$ cat config.mk
export PLATFORM = sky130hd
export DESIGN_NAME = cpu_run_monitor_flat
export DESIGN_NICKNAME = d
export VERILOG_FILES = /design/src/rtl/cpu_run_monitor_if.sv /design/src/rtl/cpu_run_monitor.sv /design/src/flat_wrapper.sv
export SDC_FILE = /design/constraint.sdc
export NUM_CORES = 1
export LEC_CHECK = 0
export ABC_AREA = 1
export CELL_PAD_IN_SITES_DETAIL_PLACEMENT = 0
export CELL_PAD_IN_SITES_GLOBAL_PLACEMENT = 2
export CORE_MARGIN = 2
export CORE_UTILIZATION = 45
export DETAILED_ROUTE_END_ITERATION = 7
export DONT_BUFFER_PORTS = 1
export PLACE_DENSITY = 0.76
export SKIP_CTS_REPAIR_TIMING = 1
export SLEW_MARGIN = 20
export SYNTH_ARGS = -nofsm -noshare
export SYNTH_HDL_FRONTEND = slang
export SYNTH_SLANG_ARGS = --single-unit
$ cat constraint.sdc
create_clock -name clock -period 5.4 [get_ports clock]
set_clock_uncertainty 0.2 [all_clocks]
set_input_delay 0.54 -clock clock [delete_from_list [all_inputs] [get_ports clock]]
set_output_delay 0.54 -clock clock [all_outputs]
set_load 0.01 [all_outputs]
$ cat src/rtl/cpu_run_monitor_if.sv
// CPU retirement sample and trace read port shared by the run monitor and its host.
interface cpu_run_monitor_if #(
  parameter int unsigned ADDR_W = 32,
  parameter int unsigned DATA_W = 32,
  parameter int unsigned REG_W  = 5,
  parameter int unsigned DEPTH  = 16
);
  localparam int unsigned IDX_W = $clog2(DEPTH);

  logic [ADDR_W-1:0] pc;
  logic              reg_write;
  logic [REG_W-1:0]  wreg;
  logic [DATA_W-1:0] wdata;
  logic [IDX_W-1:0]  rd_idx;
  logic              rd_valid;
  logic [ADDR_W-1:0] rd_pc;
  logic [REG_W-1:0]  rd_wreg;
  logic [DATA_W-1:0] rd_wdata;

  modport master (
    output pc, reg_write, wreg, wdata, rd_idx,
    input  rd_valid, rd_pc, rd_wreg, rd_wdata
  );

  modport slave (
    input  pc, reg_write, wreg, wdata, rd_idx,
    output rd_valid, rd_pc, rd_wreg, rd_wdata
  );
endinterface

$ cat src/rtl/cpu_run_monitor.sv
// Run controller for the single-cycle CPU: gates execution, counts cycles,
// stops on cycle limit / halt address / self-loop, and traces register writes.
module cpu_run_monitor #(
  parameter int unsigned ADDR_W     = 32,
  parameter int unsigned DATA_W     = 32,
  parameter int unsigned REG_W      = 5,
  parameter int unsigned DEPTH      = 16,
  parameter int unsigned MAX_CYCLES = 30,
  parameter int unsigned CNT_W      = 16,
  parameter logic [ADDR_W-1:0] HALT_ADDR = 32'hFFFF_FFFC,
  parameter int unsigned LOOP_N     = 2
) (
  input  logic                   clock,
  input  logic                   reset_n,
  input  logic                   start,
  cpu_run_monitor_if.slave       bus,
  output logic                   cpu_run,
  output logic                   done,
  output logic [1:0]             halt_cause,
  output logic [CNT_W-1:0]       cycle_count,
  output logic [CNT_W-1:0]       write_count,
  output logic [$clog2(DEPTH):0] trace_count,
  output logic                   trace_overflow
);
  localparam int unsigned IDX_W = $clog2(DEPTH);
  localparam int unsigned TC_W  = IDX_W + 1;

  typedef enum logic [1:0] {IDLE, RUN, DONE} state_t;

  typedef struct packed {
    logic [ADDR_W-1:0] pc;
    logic [REG_W-1:0]  wreg;
    logic [DATA_W-1:0] wdata;
  } entry_t;

  state_t            state, state_nxt;
  logic [CNT_W-1:0]  cycle_nxt, write_nxt, repeat_cnt, rep_nxt;
  logic [TC_W-1:0]   tcount_nxt;
  logic              ovf_nxt, run_nxt, done_nxt, have_prev, have_prev_nxt;
  logic [1:0]        cause_nxt;
  logic [IDX_W-1:0]  wr_ptr, wptr_nxt, oldest, phys;
  logic [ADDR_W-1:0] prev_pc, prev_pc_nxt;
  logic              mem_we, same_pc, qual, full, halt_hit, loop_hit, limit_hit;
  entry_t            mem [DEPTH];
  entry_t            rd_e;

  // Next-state, counter and trace-pointer logic.
  always_comb begin
    state_nxt     = state;
    cycle_nxt     = cycle_count;
    write_nxt     = write_count;
    tcount_nxt    = trace_count;
    ovf_nxt       = trace_overflow;
    cause_nxt     = halt_cause;
    wptr_nxt      = wr_ptr;
    prev_pc_nxt   = prev_pc;
    rep_nxt       = repeat_cnt;
    have_prev_nxt = have_prev;
    mem_we        = 1'b0;
    full          = (trace_count == TC_W'(DEPTH));
    same_pc       = have_prev && (bus.pc == prev_pc);
    qual          = bus.reg_write && (bus.wreg != '0);
    halt_hit      = (bus.pc == HALT_ADDR);
    loop_hit      = same_pc && ((repeat_cnt + CNT_W'(1)) == CNT_W'(LOOP_N));
    limit_hit     = ((cycle_count + CNT_W'(1)) == CNT_W'(MAX_CYCLES));

    unique case (state)
      IDLE, DONE: begin
        if (start) begin
          state_nxt     = RUN;
          cycle_nxt     = '0;
          write_nxt     = '0;
          tcount_nxt    = '0;
          ovf_nxt       = 1'b0;
          cause_nxt     = 2'd0;
          wptr_nxt      = '0;
          rep_nxt       = '0;
          have_prev_nxt = 1'b0;
        end
      end
      RUN: begin
        cycle_nxt     = cycle_count + CNT_W'(1);
        prev_pc_nxt   = bus.pc;
        have_prev_nxt = 1'b1;
        rep_nxt       = same_pc ? repeat_cnt + CNT_W'(1) : '0;
        if (qual) begin
          mem_we   = 1'b1;
          wptr_nxt = wr_ptr + IDX_W'(1);
          if (write_count != '1) write_nxt = write_count + CNT_W'(1);
          if (full) ovf_nxt = 1'b1;
          else      tcount_nxt = trace_count + TC_W'(1);
        end
        if (halt_hit) begin
          cause_nxt = 2'd2;
          state_nxt = DONE;
        end else if (loop_hit) begin
          cause_nxt = 2'd3;
          state_nxt = DONE;
        end else if (limit_hit) begin
          cause_nxt = 2'd1;
          state_nxt = DONE;
        end
      end
      default: state_nxt = IDLE;
    endcase

    run_nxt  = (state_nxt == RUN);
    done_nxt = (state_nxt == DONE);
  end

  // State and counter registers.
  always_ff @(posedge clock or negedge reset_n) begin
    if (!reset_n) begin
      state          <= IDLE;
      cpu_run        <= 1'b0;
      done           <= 1'b0;
      halt_cause     <= 2'd0;
      cycle_count    <= '0;
      write_count    <= '0;
      trace_count    <= '0;
      trace_overflow <= 1'b0;
      wr_ptr         <= '0;
      prev_pc        <= '0;
      repeat_cnt     <= '0;
      have_prev      <= 1'b0;
    end else begin
      state          <= state_nxt;
      cpu_run        <= run_nxt;
      done           <= done_nxt;
      halt_cause     <= cause_nxt;
      cycle_count    <= cycle_nxt;
      write_count    <= write_nxt;
      trace_count    <= tcount_nxt;
      trace_overflow <= ovf_nxt;
      wr_ptr         <= wptr_nxt;
      prev_pc        <= prev_pc_nxt;
      repeat_cnt     <= rep_nxt;
      have_prev      <= have_prev_nxt;
    end
  end

  // Trace RAM; contents survive restarts, only the pointers are cleared.
  always_ff @(posedge clock) begin
    if (mem_we) mem[wr_ptr] <= '{pc: bus.pc, wreg: bus.wreg, wdata: bus.wdata};
  end

  // Combinational read, indexed from the oldest retained entry.
  always_comb begin
    oldest       = full ? wr_ptr : '0;
    phys         = bus.rd_idx + oldest;
    rd_e         = mem[phys];
    bus.rd_valid = (TC_W'(bus.rd_idx) < trace_count);
    bus.rd_pc    = bus.rd_valid ? rd_e.pc    : '0;
    bus.rd_wreg  = bus.rd_valid ? rd_e.wreg  : '0;
    bus.rd_wdata = bus.rd_valid ? rd_e.wdata : '0;
  end
endmodule
$ cat src/flat_wrapper.sv
// flat-port wrapper written by rule: the top's interface ports become plain ports
module cpu_run_monitor_flat 
#(
  parameter int unsigned ADDR_W     = 32,
  parameter int unsigned DATA_W     = 32,
  parameter int unsigned REG_W      = 5,
  parameter int unsigned DEPTH      = 16,
  parameter int unsigned MAX_CYCLES = 30,
  parameter int unsigned CNT_W      = 16,
  parameter logic [ADDR_W-1:0] HALT_ADDR = 32'hFFFF_FFFC,
  parameter int unsigned LOOP_N     = 2
)
  (clock, reset_n, start, cpu_run, done, halt_cause, cycle_count, write_count, trace_count, trace_overflow, bus_pc, bus_reg_write, bus_wreg, bus_wdata, bus_rd_idx, bus_rd_valid, bus_rd_pc, bus_rd_wreg, bus_rd_wdata);
  cpu_run_monitor_if #(.ADDR_W(ADDR_W), .DATA_W(DATA_W), .REG_W(REG_W), .DEPTH(DEPTH)) bus_i ();
  input  logic clock;
  input  logic reset_n;
  input  logic start;
  output logic cpu_run;
  output logic done;
  output logic [1:0] halt_cause;
  output logic [CNT_W-1:0] cycle_count;
  output logic [CNT_W-1:0] write_count;
  output logic [$clog2(DEPTH):0] trace_count;
  output logic trace_overflow;
  input wire logic [$bits(bus_i.pc)-1:0] bus_pc;
  input wire logic [$bits(bus_i.reg_write)-1:0] bus_reg_write;
  input wire logic [$bits(bus_i.wreg)-1:0] bus_wreg;
  input wire logic [$bits(bus_i.wdata)-1:0] bus_wdata;
  input wire logic [$bits(bus_i.rd_idx)-1:0] bus_rd_idx;
  output wire logic [$bits(bus_i.rd_valid)-1:0] bus_rd_valid;
  output wire logic [$bits(bus_i.rd_pc)-1:0] bus_rd_pc;
  output wire logic [$bits(bus_i.rd_wreg)-1:0] bus_rd_wreg;
  output wire logic [$bits(bus_i.rd_wdata)-1:0] bus_rd_wdata;
  assign bus_i.pc = bus_pc;
  assign bus_i.reg_write = bus_reg_write;
  assign bus_i.wreg = bus_wreg;
  assign bus_i.wdata = bus_wdata;
  assign bus_i.rd_idx = bus_rd_idx;
  assign bus_rd_valid = bus_i.rd_valid;
  assign bus_rd_pc = bus_i.rd_pc;
  assign bus_rd_wreg = bus_i.rd_wreg;
  assign bus_rd_wdata = bus_i.rd_wdata;
  cpu_run_monitor #(.ADDR_W(ADDR_W), .DATA_W(DATA_W), .REG_W(REG_W), .DEPTH(DEPTH), .MAX_CYCLES(MAX_CYCLES), .CNT_W(CNT_W), .HALT_ADDR(HALT_ADDR), .LOOP_N(LOOP_N)) u_core (.clock(clock), .reset_n(reset_n), .start(start), .bus(bus_i), .cpu_run(cpu_run), .done(done), .halt_cause(halt_cause), .cycle_count(cycle_count), .write_count(write_count), .trace_count(trace_count), .trace_overflow(trace_overflow));
endmodule
==> flow_summary.json <==
{
  "status": "finished clean",
  "report.final.slew_viol_count": 0,
  "rows": 120,
  "reg2reg_slack_ns": 1.86,
  "cts_tree": "yes",
  "grt_max_degree": 208,
  "areaGrowthSynthToFinish_pct": 15.38,
  "die_w_um": 332.7,
  "synth_cell_types": 46,
  "power.leakage_nw": 19.21,
  "synthArstFlopShare_pct": 8.077,
  "timing.max_cap.violations": 0,
  "final_common_cell": "edfxtp_1",
  "worstPathArrival_ns": 4.43,
  "cp-start-kind": "flip-flop",
  "netlist_area_sq_um": 48630,
  "cts_buffers": 131,
  "layout_common_cells": "1104 x edfxtp_1, 868 x nand2_1, 502 x a21oi_1",
  "clkTransAtPathRegs_ns": 0.06,
  "setup_viol_count_final": 0,
  "r2r_end": "u_core.mem[14][11]",
  "dp_hpwl_um": 72740,
  "worstRegToRegCells": 6,
  "vdd_drop_max_uv": 245.9,
  "die_h_um": 332.7,
  "worstReg2RegStart": "u_core.state[1]",
  "synth_edf_count": 1104,
  "clock_path_buffers": 3,
  "drt-pass1-iter-count": 8,
  "worstMarginPinSlew_ns": 1.135,
  "final_hold_viol_count": 0,
  "drc": 0,
  "slew-limit-headroom_pct": 24.17,
  "first_global_vias": 31680,
  "end_kind": "output pin",
  "synth_flop_cell": "edfxtp_1",
  "gr-usage-all-layers_pct": 23.97,
  "nFillCells": 8950,
  "rsz0062_at_grt": "no",
  "crit_start": "u_core.trace_count[0]",
  "hold_class": "input port to flip-flop",
  "timing_worst_setup_path_type": "flip-flop to output pin",
  "path_max_fanout": 16,
  "holdWs_ns": 0.08983,
  "antenna_found_initial": 8,
  "synth_fp_nets": 3911,
  "core_sq_um": 107100,
  "port-buffer-count": 0,
  "drtAntennaViolNets": 0,
  "place_congestion": 0.8014,
  "endpoint": "bus_rd_pc[30]",
  "vias": 32110,
  "overflow": 0,
  "start_util_pct": 45.42,
  "routedWlPerCell_um": 25.98,
  "dp_slack_ns": 0.6775,
  "vias_per_cell": 5.932,
  "syn_inst": 3816,
  "cts_sinks": 1201,
  "final_nets": 3992,
  "ioPinCount": 189,
  "drt-initial-drc-count": 3175,
  "die-area_sq_um": 110700,
  "wirelength_um": 140700,
  "timing.final.crit_share_pct": 95.66,
  "cts-htree-levels": 4,
  "ys_ff_latch": 1201,
  "yosysSeqAreaShare_pct": 73.17,
  "p_per_area_nw_per_um2": 455.9,
  "synth.avg_cell_area_sq_um": 12.74,
  "max_freq_mhz": 193.6,
  "layout-drive-gt1-share_pct": 9.698,
  "worst_skew_pair.late_latency_ns": 0.74,
  "grt_pass1_wl_um": 199700,
  "synth_warnings": 0,
  "cts_root_buf": "clkbuf_16",
  "finalCriticalPeriod_ns": 5.165,
  "setup_ws_ns": 0.2346,
  "critPathRequiredTime_ns": 4.66
}
[cells in the mapped netlist, drive strengths merged, types with 17 or more instances]
cell type,number,area [sq um]
o21ai,118,598.1
nor3,75,475.5
dfrtp,97,2427
a21oi,502,2512
edfxtp,1104,33150
nand3,136,690.7
inv,109,411.7
nor2,176,708.2
a32o,32,320.3
nand4,20,140.1
buf,119,600.6
o31ai,42,315.3
ha,17,212.7
clkbuf,130,491.7
nand2,872,3293
a221oi,214,1874
[worst max-delay path, cell delays in order (launching register included)]
cell	delay [ns]
dfrtp_1	0.47
inv_1	0.12
ha_1	0.20
nand4_4	0.16
nor2_2	0.17
ha_4	0.14
inv_1	0.06
fa_4	0.95
buf_16	0.24
o21ai_0	0.12
o22ai_1	0.21
nand2_1	0.07
nand2_1	0.07
o21ai_0	0.11
a31oi_2	0.39
buf_4	0.19
[sequential cells by signal (all words and copies together), names as in the netlist]
name	flops
u_core.cpu_run	1
u_core.cycle_count	16
u_core.done	1
u_core.halt_cause	2
u_core.have_prev	1
u_core.mem	1104
u_core.prev_pc	32
u_core.repeat_cnt	16
u_core.state	2
u_core.trace_count	5
u_core.trace_overflow	1
u_core.wr_ptr	4
u_core.write_count	16
[kinds of logic after synthesis]
logic type	after synthesis	synth area share, %
XOR/XNOR	19	0.3422
buffers and inverters	358	3.093
flip-flops	1201	73.17
AO/OA/AOI/OAI	931	11.87
adder cells (fa/ha/maj)	18	0.4786
AND/OR/NAND/NOR	1289	11.05
[area by class of cell]
type / count / area (sq um) / share of cell area, %
clock buffers: 170 / 3562 / 6.349
repair inverters: 1 / 11.26 / 0.02007
diodes: 9 / 22.52 / 0.04014
flip-flops and latches: 1201 / 35580 / 63.41
clock inverters: 67 / 669.4 / 1.193
inverters: 109 / 455.4 / 0.8117
repair buffers: 196 / 2301 / 4.101
well taps: 1403 / 1755 / 3.129
multi-input cells: 2257 / 11750 / 20.94
[power by group]
group | internal [mW] | switching [mW]
combinational | 1.46 | 3.69
clock | 5.19 | 3.64
sequential | 11.2 | 0.422
total | 17.8 | 7.75
[through the flow]
step / util (%) / cells / setup TNS [ns] / total power [mW] / instance area, sq um
floorplan: - / 3816 / 0 / 14.65 / 48630
global placement: 47.47 / 5084 / 0 / 16.60 / 50820
detailed placement: 47.50 / 5085 / 0 / 16.70 / 50850
CTS: 51.45 / 5322 / -1.004 / 25.50 / 55080
global route: 52.41 / 5411 / 0 / 26.59 / 56100
finish: 52.41 / 5413 / 0 / 25.58 / 56110
[worst min-delay path by stage]
stage	from	endpoint	slack, ns	cells after the start
2_1_floorplan	reset_n	u_core.cpu_run	0.04	0
3_3_place_gp	reset_n	u_core.cycle_count[12]	0.05	0
3_5_place_dp	reset_n	u_core.cycle_count[11]	0.05	0
4_1_cts	reset_n	u_core.prev_pc[24]	-0.74	0
5_1_grt	bus_pc[25]	u_core.halt_cause[0]	0.10	5
6_report	bus_pc[25]	u_core.halt_cause[0]	0.09	5
[routing by layer]
metal | part of all wire [%] | vias to the layer above | wire length, um | GRT usage [%]
li1 | - | 14360 | - | -
met5 | 0.019 | - | 27 | 0
met3 | 7.3 | 227 | 10280 | 4.559
met2 | 49 | 1197 | 68610 | 40.82
met1 | 41 | 16330 | 57870 | 31.48
met4 | 2.7 | 4 | 3863 | 6.528
No activity file was read; power rests on OpenSTA's default activity.
